[config.mk]
export PLATFORM = sky130hd
export DESIGN_NAME = letter_input
export DESIGN_NICKNAME = d
export VERILOG_FILES = /design/src/rtl/letter_input.sv
export SDC_FILE = /design/constraint.sdc
export NUM_CORES = 1
export LEC_CHECK = 0
export ABC_AREA = 1
export ABC_CLOCK_PERIOD_IN_PS = 4600
export BUFFER_PORTS_ARGS = -buffer_cell sky130_fd_sc_hd__buf_2
export CAP_MARGIN = 40
export CORE_ASPECT_RATIO = 0.5
export CORE_MARGIN = 2
export CORE_UTILIZATION = 55
export CTS_CLUSTER_DIAMETER = 200
export DETAILED_ROUTE_END_ITERATION = 6
export PLACE_DENSITY = 0.77
export SLEW_MARGIN = 10
export SYNTH_ARGS = -nofsm -noshare
export SYNTH_HDL_FRONTEND = slang
export SYNTH_SLANG_ARGS = --single-unit
export TNS_END_PERCENT = 10
[constraint.sdc]
create_clock -name clk -period 4.6 [get_ports clk]
set_clock_uncertainty 0.2 [all_clocks]
set_input_delay 0.92 -clock clk [delete_from_list [all_inputs] [get_ports clk]]
set_output_delay 0.92 -clock clk [all_outputs]
set_load 0.005 [all_outputs]
[src/rtl/letter_input.sv]
// letter_input: PS/2 keyboard receiver and letter decoder.
//   Receives PS/2 frames (start, 8 data bits LSB first, odd parity, stop),
//   decodes set-2 make codes for A..Z and Enter, suppresses typematic
//   repeats and break/extended sequences.
// Ports:
//   clk        system clock, all state changes on its rising edge
//   reset      asynchronous active-low reset
//   ps2_clk    raw PS/2 clock (asynchronous)
//   ps2_data   raw PS/2 data (asynchronous)
//   load       one-cycle pulse, new letter/start code on load_x
//   load_x     0..25 = A..Z, 26 = Enter; holds until the next load
//   frame_err  one-cycle pulse on parity/stop error or frame timeout
module letter_input #(
    parameter int TIMEOUT_CYCLES = 50000
) (
    input  logic       clk,
    input  logic       reset,
    input  logic       ps2_clk,
    input  logic       ps2_data,
    output logic       load,
    output logic [4:0] load_x,
    output logic       frame_err
);

    localparam int TW = $clog2(TIMEOUT_CYCLES + 1);
    localparam logic [TW-1:0] TMO_LAST = TW'(TIMEOUT_CYCLES - 1);
    // 31 marks both "no key held" and "code not in the table".
    localparam logic [4:0] CODE_NONE = 5'd31;

    typedef enum logic [1:0] {
        IDLE   = 2'd0,
        DATA   = 2'd1,
        PARITY = 2'd2,
        STOP   = 2'd3
    } state_t;

    // Set-2 make code to letter index; CODE_NONE for anything unmapped.
    function automatic logic [4:0] map_code(input logic [7:0] b);
        logic [4:0] r;
        case (b)
            8'h1C: r = 5'd0;   8'h32: r = 5'd1;   8'h21: r = 5'd2;
            8'h23: r = 5'd3;   8'h24: r = 5'd4;   8'h2B: r = 5'd5;
            8'h34: r = 5'd6;   8'h33: r = 5'd7;   8'h43: r = 5'd8;
            8'h3B: r = 5'd9;   8'h42: r = 5'd10;  8'h4B: r = 5'd11;
            8'h3A: r = 5'd12;  8'h31: r = 5'd13;  8'h44: r = 5'd14;
            8'h4D: r = 5'd15;  8'h15: r = 5'd16;  8'h2D: r = 5'd17;
            8'h1B: r = 5'd18;  8'h2C: r = 5'd19;  8'h3C: r = 5'd20;
            8'h2A: r = 5'd21;  8'h1D: r = 5'd22;  8'h22: r = 5'd23;
            8'h35: r = 5'd24;  8'h1A: r = 5'd25;  8'h5A: r = 5'd26;
            default: r = CODE_NONE;
        endcase
        return r;
    endfunction

    // Odd parity over data plus parity bit.
    function automatic logic parity_ok(input logic [7:0] b, input logic p);
        return ^{b, p};
    endfunction

    logic          clk_meta_q, clk_sync_q, clk_prev_q;
    logic          dat_meta_q, dat_sync_q;
    state_t        state_q, state_d;
    logic [2:0]    bit_cnt_q, bit_cnt_d;
    logic [7:0]    shift_q, shift_d;
    logic          par_q, par_d;
    logic [TW-1:0] tmo_q, tmo_d;
    logic          brk_q, brk_d, ext_q, ext_d;
    logic [4:0]    last_q, last_d;
    logic          load_q, load_d;
    logic [4:0]    load_x_q, load_x_d;
    logic          err_q, err_d;
    logic          fall_s;
    logic [4:0]    code_s;

    assign fall_s    = clk_prev_q & ~clk_sync_q;
    assign code_s    = map_code(shift_q);
    assign load      = load_q;
    assign load_x    = load_x_q;
    assign frame_err = err_q;

    // Next-state logic: frame reception, timeout and key decoding.
    always_comb begin
        state_d   = state_q;
        bit_cnt_d = bit_cnt_q;
        shift_d   = shift_q;
        par_d     = par_q;
        tmo_d     = tmo_q;
        brk_d     = brk_q;
        ext_d     = ext_q;
        last_d    = last_q;
        load_d    = 1'b0;
        load_x_d  = load_x_q;
        err_d     = 1'b0;
        if (fall_s) begin
            tmo_d = '0;
            case (state_q)
                IDLE: begin
                    if (!dat_sync_q) begin
                        state_d   = DATA;
                        bit_cnt_d = 3'd0;
                        shift_d   = 8'd0;
                    end else begin
                        state_d = IDLE;
                    end
                end
                DATA: begin
                    shift_d = {dat_sync_q, shift_q[7:1]};
                    if (bit_cnt_q == 3'd7) begin
                        state_d = PARITY;
                    end else begin
                        bit_cnt_d = bit_cnt_q + 3'd1;
                    end
                end
                PARITY: begin
                    par_d   = dat_sync_q;
                    state_d = STOP;
                end
                STOP: begin
                    state_d   = IDLE;
                    bit_cnt_d = 3'd0;
                    if (dat_sync_q && parity_ok(shift_q, par_q)) begin
                        if (shift_q == 8'hF0) begin
                            brk_d = 1'b1;
                        end else if (shift_q == 8'hE0) begin
                            ext_d = 1'b1;
                        end else if (brk_q || ext_q) begin
                            // Tail of a break/extended sequence: swallow it.
                            if (brk_q) begin
                                last_d = CODE_NONE;
                            end else begin
                                last_d = last_q;
                            end
                            brk_d = 1'b0;
                            ext_d = 1'b0;
                        end else if (code_s != CODE_NONE && code_s != last_q) begin
                            load_d   = 1'b1;
                            load_x_d = code_s;
                            last_d   = code_s;
                        end else begin
                            // Unmapped code or typematic repeat: no output.
                            last_d = last_q;
                        end
                    end else begin
                        err_d = 1'b1;
                        brk_d = 1'b0;
                        ext_d = 1'b0;
                    end
                end
                default: state_d = IDLE;
            endcase
        end else if (state_q != IDLE) begin
            if (tmo_q == TMO_LAST) begin
                // Keyboard went silent mid-frame: drop everything.
                state_d   = IDLE;
                bit_cnt_d = 3'd0;
                shift_d   = 8'd0;
                tmo_d     = '0;
                err_d     = 1'b1;
                brk_d     = 1'b0;
                ext_d     = 1'b0;
                last_d    = CODE_NONE;
            end else begin
                tmo_d = tmo_q + {{(TW-1){1'b0}}, 1'b1};
            end
        end else begin
            tmo_d = '0;
        end
    end

    // State registers, input synchronizers and registered outputs.
    always_ff @(posedge clk or negedge reset) begin
        if (!reset) begin
            clk_meta_q <= 1'b1;
            clk_sync_q <= 1'b1;
            clk_prev_q <= 1'b1;
            dat_meta_q <= 1'b1;
            dat_sync_q <= 1'b1;
            state_q    <= IDLE;
            bit_cnt_q  <= 3'd0;
            shift_q    <= 8'd0;
            par_q      <= 1'b0;
            tmo_q      <= '0;
            brk_q      <= 1'b0;
            ext_q      <= 1'b0;
            last_q     <= CODE_NONE;
            load_q     <= 1'b0;
            load_x_q   <= 5'd0;
            err_q      <= 1'b0;
        end else begin
            clk_meta_q <= ps2_clk;
            clk_sync_q <= clk_meta_q;
            clk_prev_q <= clk_sync_q;
            dat_meta_q <= ps2_data;
            dat_sync_q <= dat_meta_q;
            state_q    <= state_d;
            bit_cnt_q  <= bit_cnt_d;
            shift_q    <= shift_d;
            par_q      <= par_d;
            tmo_q      <= tmo_d;
            brk_q      <= brk_d;
            ext_q      <= ext_d;
            last_q     <= last_d;
            load_q     <= load_d;
            load_x_q   <= load_x_d;
            err_q      <= err_d;
        end
    end

endmodule

## Word-level counts from Yosys, hierarchy flattened

Memories as Yosys holds them, arrays and structs flattened.
Cells that the tools add are included.

- Bits in latches: 0
- Bits of input ports: 4
- Register bits: 49
- Memory bits (read-only): 640
- Logic and storage cells: 120
- Memories: 1
- Output and inout bits: 7
- Bits in writable memories: 0

Memories:

| name | words | bits a word | read ports | clocked after Yosys merged registers in | write ports | RTL line | RTL |
|---|---|---|---|---|---|---|---|
| (no name shown) | 128 | 5 | 1 | 0 | 0 | 40 | `case (b)` |

- Div/mod/pow operators: 0
- Bitwise gates (word level): 5
- Reductions and logical operators: 16
- Muxes and demuxes: 56
- Shift operators: 0
- Order comparisons: 0
- $mul: 0
- Add/sub/neg operators: 2
- Equal/unequal tests: 24

Operators with widths:

| operator | count |
|---|---|
| two-way mux 5 bit | 11 |
| two-way mux 16 bit | 3 |
| two-way mux 8 bit | 4 |
| two-way mux 1 bit | 26 |
| adder 16 x 1 -> 16 bit, second input constant | 1 |
| == test 16 bit, second input constant | 1 |
| == test 8 bit, second input constant | 2 |
| case mux 8 bit (2 select lines) | 1 |
| two-way mux 3 bit | 5 |
| inequality test 3 bit, second input constant | 5 |
| AND reduction 5 bit | 3 |
| case mux 3 bit (3 select lines) | 1 |
| parity 9 bit | 1 |
| two-way mux 2 bit | 4 |
| inequality test 4 x 2 -> 1 bit, second input constant | 2 |
| case mux 2 bit (4 select lines) | 1 |
| AND reduction 8 bit | 1 |
| AND reduction 7 bit | 1 |
| inequality test 3 x 1 -> 1 bit, second input constant | 2 |
| nonzero test 2 bit | 3 |
| inequality test 5 bit | 1 |
| inequality test 5 bit, second input constant | 1 |
| == test 2 bit, second input constant | 2 |
| inequality test 2 x 1 -> 1 bit, second input constant | 2 |
| 14 further kinds | 19 |

## Longest topological paths before layout

An unclocked memory read counts as a cell.

- Depth after elaboration: 11
- Gate-level depth with buffers: 19
- Mapped depth without buffers: 19

## Worst setup path after synthesis

No wires, ideal clock.

- Path type: reg-to-reg
- Start point: register shift_q[1]
- End point: register last_q[0]
- Arrival: 2119 ps
- Clock period less this slack: 2380 ps
- Path slack: 2220 ps
- Stages on the path, launching flop included: 18
- Library setup time: 61 ps
- Buffers on the path: 0
- Cells stage by stage: dfrtp_1 -> inv_1 -> ha_1 -> ha_1 -> or2_2 -> nand2_1 -> nand2_1 -> nand3_1 -> nand2_1 -> nand3_1 -> nand2_1 -> nor2_1 -> nand2_1 -> nand2_2 -> nand2_4 -> nand2_4 -> nand2_1 -> nand2_1

- Word-level cells in the longest chain between the ends: 9
- Elaborated cells on any way between the ends: 21
- Those cells by class: eq/ne (8); mux (8); reduce/logical (4); memory (1)

RTL lines:

| what | RTL line | RTL |
|---|---|---|
| start: declaration | 64 | `logic [7:0] shift_q, shift_d;` |
| start signal: assignment | 197 | `shift_q <= shift_d;` |
| memory (128 x 5 bit) | n/a |  |
| two-way mux 5 bit | 40 |  |
| two-way mux 5 bit | 135 | `end else if (code_s != CODE_NONE && code_s != last_q) begin` |
| two-way mux 5 bit | 126 | `end else if (brk_q \|\| ext_q) begin` |
| two-way mux 5 bit | 124 | `end else if (shift_q == 8'hE0) begin` |
| two-way mux 5 bit | 122 | `if (shift_q == 8'hF0) begin` |
| two-way mux 5 bit | 121 | `if (dat_sync_q && parity_ok(shift_q, par_q)) begin` |
| two-way mux 5 bit | 96 | `case (state_q)` |
| two-way mux 5 bit | 94 | `if (fall_s) begin` |
| end signal: assignment | 202 | `last_q <= last_d;` |
| end: declaration | 68 | `logic [4:0] last_q, last_d;` |

Parallel ways exist; a longest one is shown, timed or not. The select of a mux whose other input is x is not followed.
A chain may end at the register's enable or synchronous reset.

## Worst setup path in the final report

- Start point: register shift_q[1]
- End point: register load_x_q[4], in the netlist load_x[4]

- Word-level cells in the longest chain between the ends: 5
- Elaborated cells on any way between the ends: 12
- Those cells by class: eq/ne (4); mux (1); bitwise (2); reduce/logical (4); memory (1)

RTL lines:

| what | RTL line | RTL |
|---|---|---|
| memory (128 x 5 bit) | n/a |  |
| two-way mux 5 bit | 40 |  |
| inequality test 5 bit | 135 |  |
| logical AND 1 bit | 135 |  |
| AND reduction 7 bit (no source line) | n/a |  |
| end signal: assignment | 204 | `load_x_q <= load_x_d;` |
| end: declaration | 70 | `logic [4:0] load_x_q, load_x_d;` |

Parallel ways exist; a longest one is shown, timed or not.

==> impl_results.html <==
<table>
<tr><th>Metric</th><th>Value</th></tr>
<tr><th colspan="2">Outcome</th></tr>
<tr><td>Outcome</td><td>finished clean</td></tr>
<tr><th colspan="2">Clock network</th></tr>
<tr><td>CTS tree</td><td>built</td></tr>
<tr><td>Num CTS Buffers</td><td>5</td></tr>
<tr><td># hold bufs at CTS</td><td>0</td></tr>
<tr><td>Number of setup buffers added after CTS</td><td>0</td></tr>
<tr><td>Clock Sinks</td><td>49</td></tr>
<tr><td>CTS clk-pin slew, worst paths</td><td>roughly 90 ps</td></tr>
<tr><td>Maximum count of clock buffers along a single path</td><td>2</td></tr>
<tr><td>Number of levels in the clock H-tree</td><td>2</td></tr>
<tr><td>Clock root cell</td><td>clkbuf_8</td></tr>
<tr><td>Number of gates resized after CTS</td><td>0</td></tr>
<tr><td>Clock insertion delay at the later pin of the skew report</td><td>300 ps</td></tr>
<tr><th colspan="2">Synthesis</th></tr>
<tr><td>Fraction of synthesized cell area taken by the top area cell type</td><td>between 30% and 40%</td></tr>
<tr><td>Post-synthesis sequential area ratio</td><td>between 40% and 50%</td></tr>
<tr><td>Number of enable-type register cells in the synthesized netlist</td><td>0</td></tr>
<tr><td>Syn nets</td><td>about 420</td></tr>
<tr><td>Synth area leaders</td><td>dfrtp_1 (32%), nand2_1 (14%), dfstp_2 (8.7%)</td></tr>
<tr><td>Most used flip-flop cell after synthesis</td><td>dfrtp_1</td></tr>
<tr><td>Multiplexer share of the synthesized area</td><td>0%</td></tr>
<tr><td>Compound-gate portion of the synthesized area</td><td>9.80%</td></tr>
<tr><td>Post-synthesis xor/xnor area fraction</td><td>2.03%</td></tr>
<tr><td>Top-count cell post-synth</td><td>nand2_1</td></tr>
<tr><td>Ys Warns</td><td>0</td></tr>
<tr><td>Async set or reset register ratio after synthesis</td><td>100%</td></tr>
<tr><td>Count of state elements after synthesis</td><td>slightly below 50</td></tr>
<tr><td>Commonest cells in the synthesized netlist</td><td>nand2_1 (110), nand3_1 (47), inv_1 (43)</td></tr>
<tr><td>Basic-gate share of the synthesized area counting and, or, nand and nor cells</td><td>roughly a third</td></tr>
<tr><td>Post-Syn Area</td><td>between 3000 and 4000 um2</td></tr>
<tr><td>Per-instance average area after synthesis</td><td>roughly 7.5 um2</td></tr>
<tr><td>Instance count of the mapped netlist</td><td>405</td></tr>
<tr><td>Synthesized-area fraction occupied by adder cells</td><td>under 10%</td></tr>
<tr><td>Leading area contributor after synthesis</td><td>dfrtp_1</td></tr>
<tr><td>Distinct cell type count of the synthesized netlist</td><td>33</td></tr>
<tr><td>Combinational family with the most area after synthesis</td><td>simple AND/OR/NAND/NOR gates</td></tr>
<tr><th colspan="2">Global route</th></tr>
<tr><td>Number of global-route vias before repair</td><td>roughly 2.4k</td></tr>
<tr><td>Largest net degree at the start of global routing</td><td>40</td></tr>
<tr><td>Antenna violations before repair</td><td>0</td></tr>
<tr><td>GRT Util Overall</td><td>approximately 22%</td></tr>
<tr><td>Leftover overflow at the end of global routing</td><td>0</td></tr>
<tr><td>Wire length of the first global-routing pass</td><td>approximately 11000 um</td></tr>
<tr><th colspan="2">STA</th></tr>
<tr><td>Setup TNS</td><td>0 ps</td></tr>
<tr><td>Transition at the pin with the smallest max-transition slack</td><td>709 ps</td></tr>
<tr><td>Setup repair after global routing missed its margin</td><td>no</td></tr>
<tr><td>Maximum frequency from static timing analysis</td><td>roughly 360 MHz</td></tr>
<tr><td>Final hold violation count</td><td>0</td></tr>
<tr><td>Final slew viol count</td><td>0</td></tr>
<tr><td>Worst hold-check slack</td><td>160 ps</td></tr>
<tr><td>Final Cycle Share</td><td>between 60% and 70%</td></tr>
<tr><td>Relative slew slack</td><td>52.6%</td></tr>
<tr><td>Final worst path period need</td><td>between 2000 and 3000 ps</td></tr>
<tr><td>Setup slack after layout</td><td>~1800 ps</td></tr>
<tr><td>Final number of setup-violating endpoints</td><td>0</td></tr>
<tr><th colspan="2">Pwr</th></tr>
<tr><td>Static power due to leakage</td><td>~1.5 nW</td></tr>
<tr><td>Design internal power</td><td>between 0.6 and 0.7 mW</td></tr>
<tr><td>Combinational power share</td><td>approximately 8.4%</td></tr>
<tr><td>Clock network fraction of design power</td><td>37.5%</td></tr>
<tr><td>Switching Fraction</td><td>about a quarter</td></tr>
<tr><td>Sequential cell fraction of total power</td><td>approximately 54%</td></tr>
<tr><td>Total power after layout</td><td>roughly 0.84 mW</td></tr>
<tr><td>Worst ir drop on vdd</td><td>approximately 160 uV</td></tr>
<tr><td>Pwr per Cell Area</td><td>about 260 nW/um2</td></tr>
<tr><td>NetSw</td><td>~0.20 mW</td></tr>
<tr><th colspan="2">Die</th></tr>
<tr><td>Row count</td><td>19</td></tr>
<tr><td>Initial cell density of the core</td><td>approximately 56%</td></tr>
<tr><td>Die extent in y</td><td>approximately 56 um</td></tr>
<tr><td>Number of I/O pins</td><td>11</td></tr>
<tr><td>Overall die area</td><td>about 6100 um2</td></tr>
<tr><td>Die X</td><td>between 100 and 150 um</td></tr>
<tr><td>Core Box Area</td><td>5400 um2</td></tr>
<tr><th colspan="2">Worst setup path</th></tr>
<tr><td>Crit path DAT</td><td>~2800 ps</td></tr>
<tr><td>Crit path max fanout</td><td>6</td></tr>
<tr><td>Category of the critical setup timing path</td><td>reg -&gt; reg</td></tr>
<tr><td>Critical Path Max Stage Delay</td><td>460 ps</td></tr>
<tr><td>CP startpoint kind</td><td>flip-flop</td></tr>
<tr><td>Endpoint type of the worst setup path</td><td>flip-flop</td></tr>
<tr><td>Cells along the critical path</td><td>inv_1, ha_1, xor2_1, xnor2_1, xor2_1, nor2_1, nand2_1, nor3_1, nand3_1, nand2_1, nand2_1</td></tr>
<tr><td>Reg-to-Reg Start</td><td>shift_q[1]$_DFFE_PN0P_</td></tr>
<tr><td>Data required time at the worst endpoint</td><td>4590 ps</td></tr>
<tr><td>Slowest library cell on the worst path</td><td>dfrtp_1</td></tr>
<tr><td>Worst R2R Setup Slack</td><td>1820 ps</td></tr>
<tr><td>Beginning of the critical path</td><td>shift_q[1]$_DFFE_PN0P_</td></tr>
<tr><td>Library cell appearing most often on the critical path</td><td>nand2_1</td></tr>
<tr><th colspan="2">Place</th></tr>
<tr><td>Number of port buffers</td><td>10</td></tr>
<tr><td>Half-perimeter wire length after detailed placement</td><td>between 4000 and 5000 um</td></tr>
<tr><td>Total instance count after detailed placement</td><td>slightly below 500</td></tr>
<tr><td>Final RePlAce weighted congestion</td><td>approximately 0.88</td></tr>
<tr><td>Setup slack after placement</td><td>~1900 ps</td></tr>
<tr><th colspan="2">Routing</th></tr>
<tr><td>Number of vias per cell after detailed routing</td><td>~5.3</td></tr>
<tr><td>DRT met1 WL</td><td>3030 um</td></tr>
<tr><td>DR vias</td><td>2608</td></tr>
<tr><td>Starting DRC count in detailed routing</td><td>210</td></tr>
<tr><td>Top routing layer in use</td><td>met4</td></tr>
<tr><td>Number of iterations in the first detailed-routing pass</td><td>4</td></tr>
<tr><td>Total met2 wirelength after detailed routing</td><td>around 2800 um</td></tr>
<tr><td>Detail Route met3 WL</td><td>around 200 um</td></tr>
<tr><td>Antenna violation net count after detailed routing</td><td>0</td></tr>
<tr><td>Total wirelength of the detailed-routed design</td><td>6120 um</td></tr>
<tr><td>Routed wire per std cell</td><td>roughly 13 um</td></tr>
<tr><td>Remaining DRCs</td><td>0</td></tr>
<tr><th colspan="2">Min path</th></tr>
<tr><td>Worst hold start</td><td>dat_meta_q$_DFF_PN1_</td></tr>
<tr><td>Class of the tightest hold or removal check</td><td>reg -&gt; reg</td></tr>
<tr><th colspan="2">Final layout</th></tr>
<tr><td>Ant diodes</td><td>0</td></tr>
<tr><td>Layout cells sized above 1</td><td>roughly an eighth</td></tr>
<tr><td>Final Instance Count excl. Fillers</td><td>a little under 500</td></tr>
<tr><td>Final-stage net count</td><td>433</td></tr>
<tr><td>Post-synthesis to final-layout area growth</td><td>7.85%</td></tr>
<tr><th colspan="2">Run</th></tr>
<tr><td>Max cap viols</td><td>0</td></tr>
</table>
[cell usage in the layout, fill, tap and decap left out, types with 3 or more instances in the layout]
cell type,n
o211ai_1,5
nand2_4,4
xnor2_1,4
nand2_2,8
o21ai_1,4
clkbuf_8,6
nor2_1,34
nor3_1,6
inv_1,43
o21ai_0,26
buf_2,10
nand2_1,110
nand3_1,47
ha_1,14
nand4_1,9
a21oi_1,12
xor2_1,3
inv_2,5
dfrtp_1,39
dfstp_2,10
[power by group through the flow]
stage / clock network, mW / logic [mW] / registers [mW]
floorplan: 0 / 0.0501 / 0.462
global placement: 0 / 0.0660 / 0.464
detailed placement: 0 / 0.0717 / 0.465
CTS: 0.320 / 0.0716 / 0.457
global route: 0.340 / 0.0839 / 0.458
finish: 0.317 / 0.0712 / 0.457
[worst max-delay path: cells and delay by family (launching register included)]
family	cells	cell delay [ps]
buffers and inverters	1	150
and+or+nand+nor	6	1020
xor gates and xnor gates	3	500
adders and majority gates	1	350
DFF	1	460
[per-layer routing]
layer / vias up / global-route usage [%]
met2: 35 / 36.7
li1: 1336 / -
met1: 1233 / 30.7
met5: - / 0
met4: 0 / 5.13
met3: 4 / 4.07
[metrics by stage]
step | utilization [%] | instance area, um2
after CTS | 60.5 | 3260
final | 60.5 | 3260
after global routing | 60.5 | 3260
after floorplan | - | 3030
after detailed placement | 58.3 | 3150
after global placement | 58.0 | 3130
[cells by family after synthesis]
| logic type | after synthesis |
|---|---|
| and+or+nand+nor | 227 |
| buffers and inverters | 57 |
| AOI/OAI and AO/OA | 51 |
| adders and majority gates | 14 |
| DFF | 49 |
| xor gates and xnor gates | 7 |
[registers in the layout (all words and copies together), names as in the netlist]
name	flops
tmo_q	16
shift_q	8
last_q	5
load_x	5
bit_cnt_q	3
state_q	2
brk_q	1
clk_meta_q	1
clk_prev_q	1
clk_sync_q	1
dat_meta_q	1
dat_sync_q	1
ext_q	1
frame_err	1
load	1
par_q	1
[final cells by class]
class | instances | area [um2]
Fill cell | 472 | 2130
Tap cell | 73 | 91.3
Sequential cell | 49 | 1240
Inverter | 49 | 186
Multi-Input combinational cell | 299 | 1560
Clock buffer | 7 | 86.3
Timing Repair Buffer | 11 | 70.1
Clock inverter | 1 | 30.0
[path summary, 6_finish.rpt]
check,end,cells past startpoint
worst min register to register,dat_sync_q$_DFF_PN1_,0
worst max-delay path,load_x[4]$_DFFE_PN0P_,11
max in group asynchronous,last_q[1]$_DFFE_PN1P_,2
min in group asynchronous,tmo_q[3]$_DFF_PN0_,1
worst min-delay path,dat_sync_q$_DFF_PN1_,0
worst max register to register,load_x[4]$_DFFE_PN0P_,11
Power figures use the tool's default switching activity.
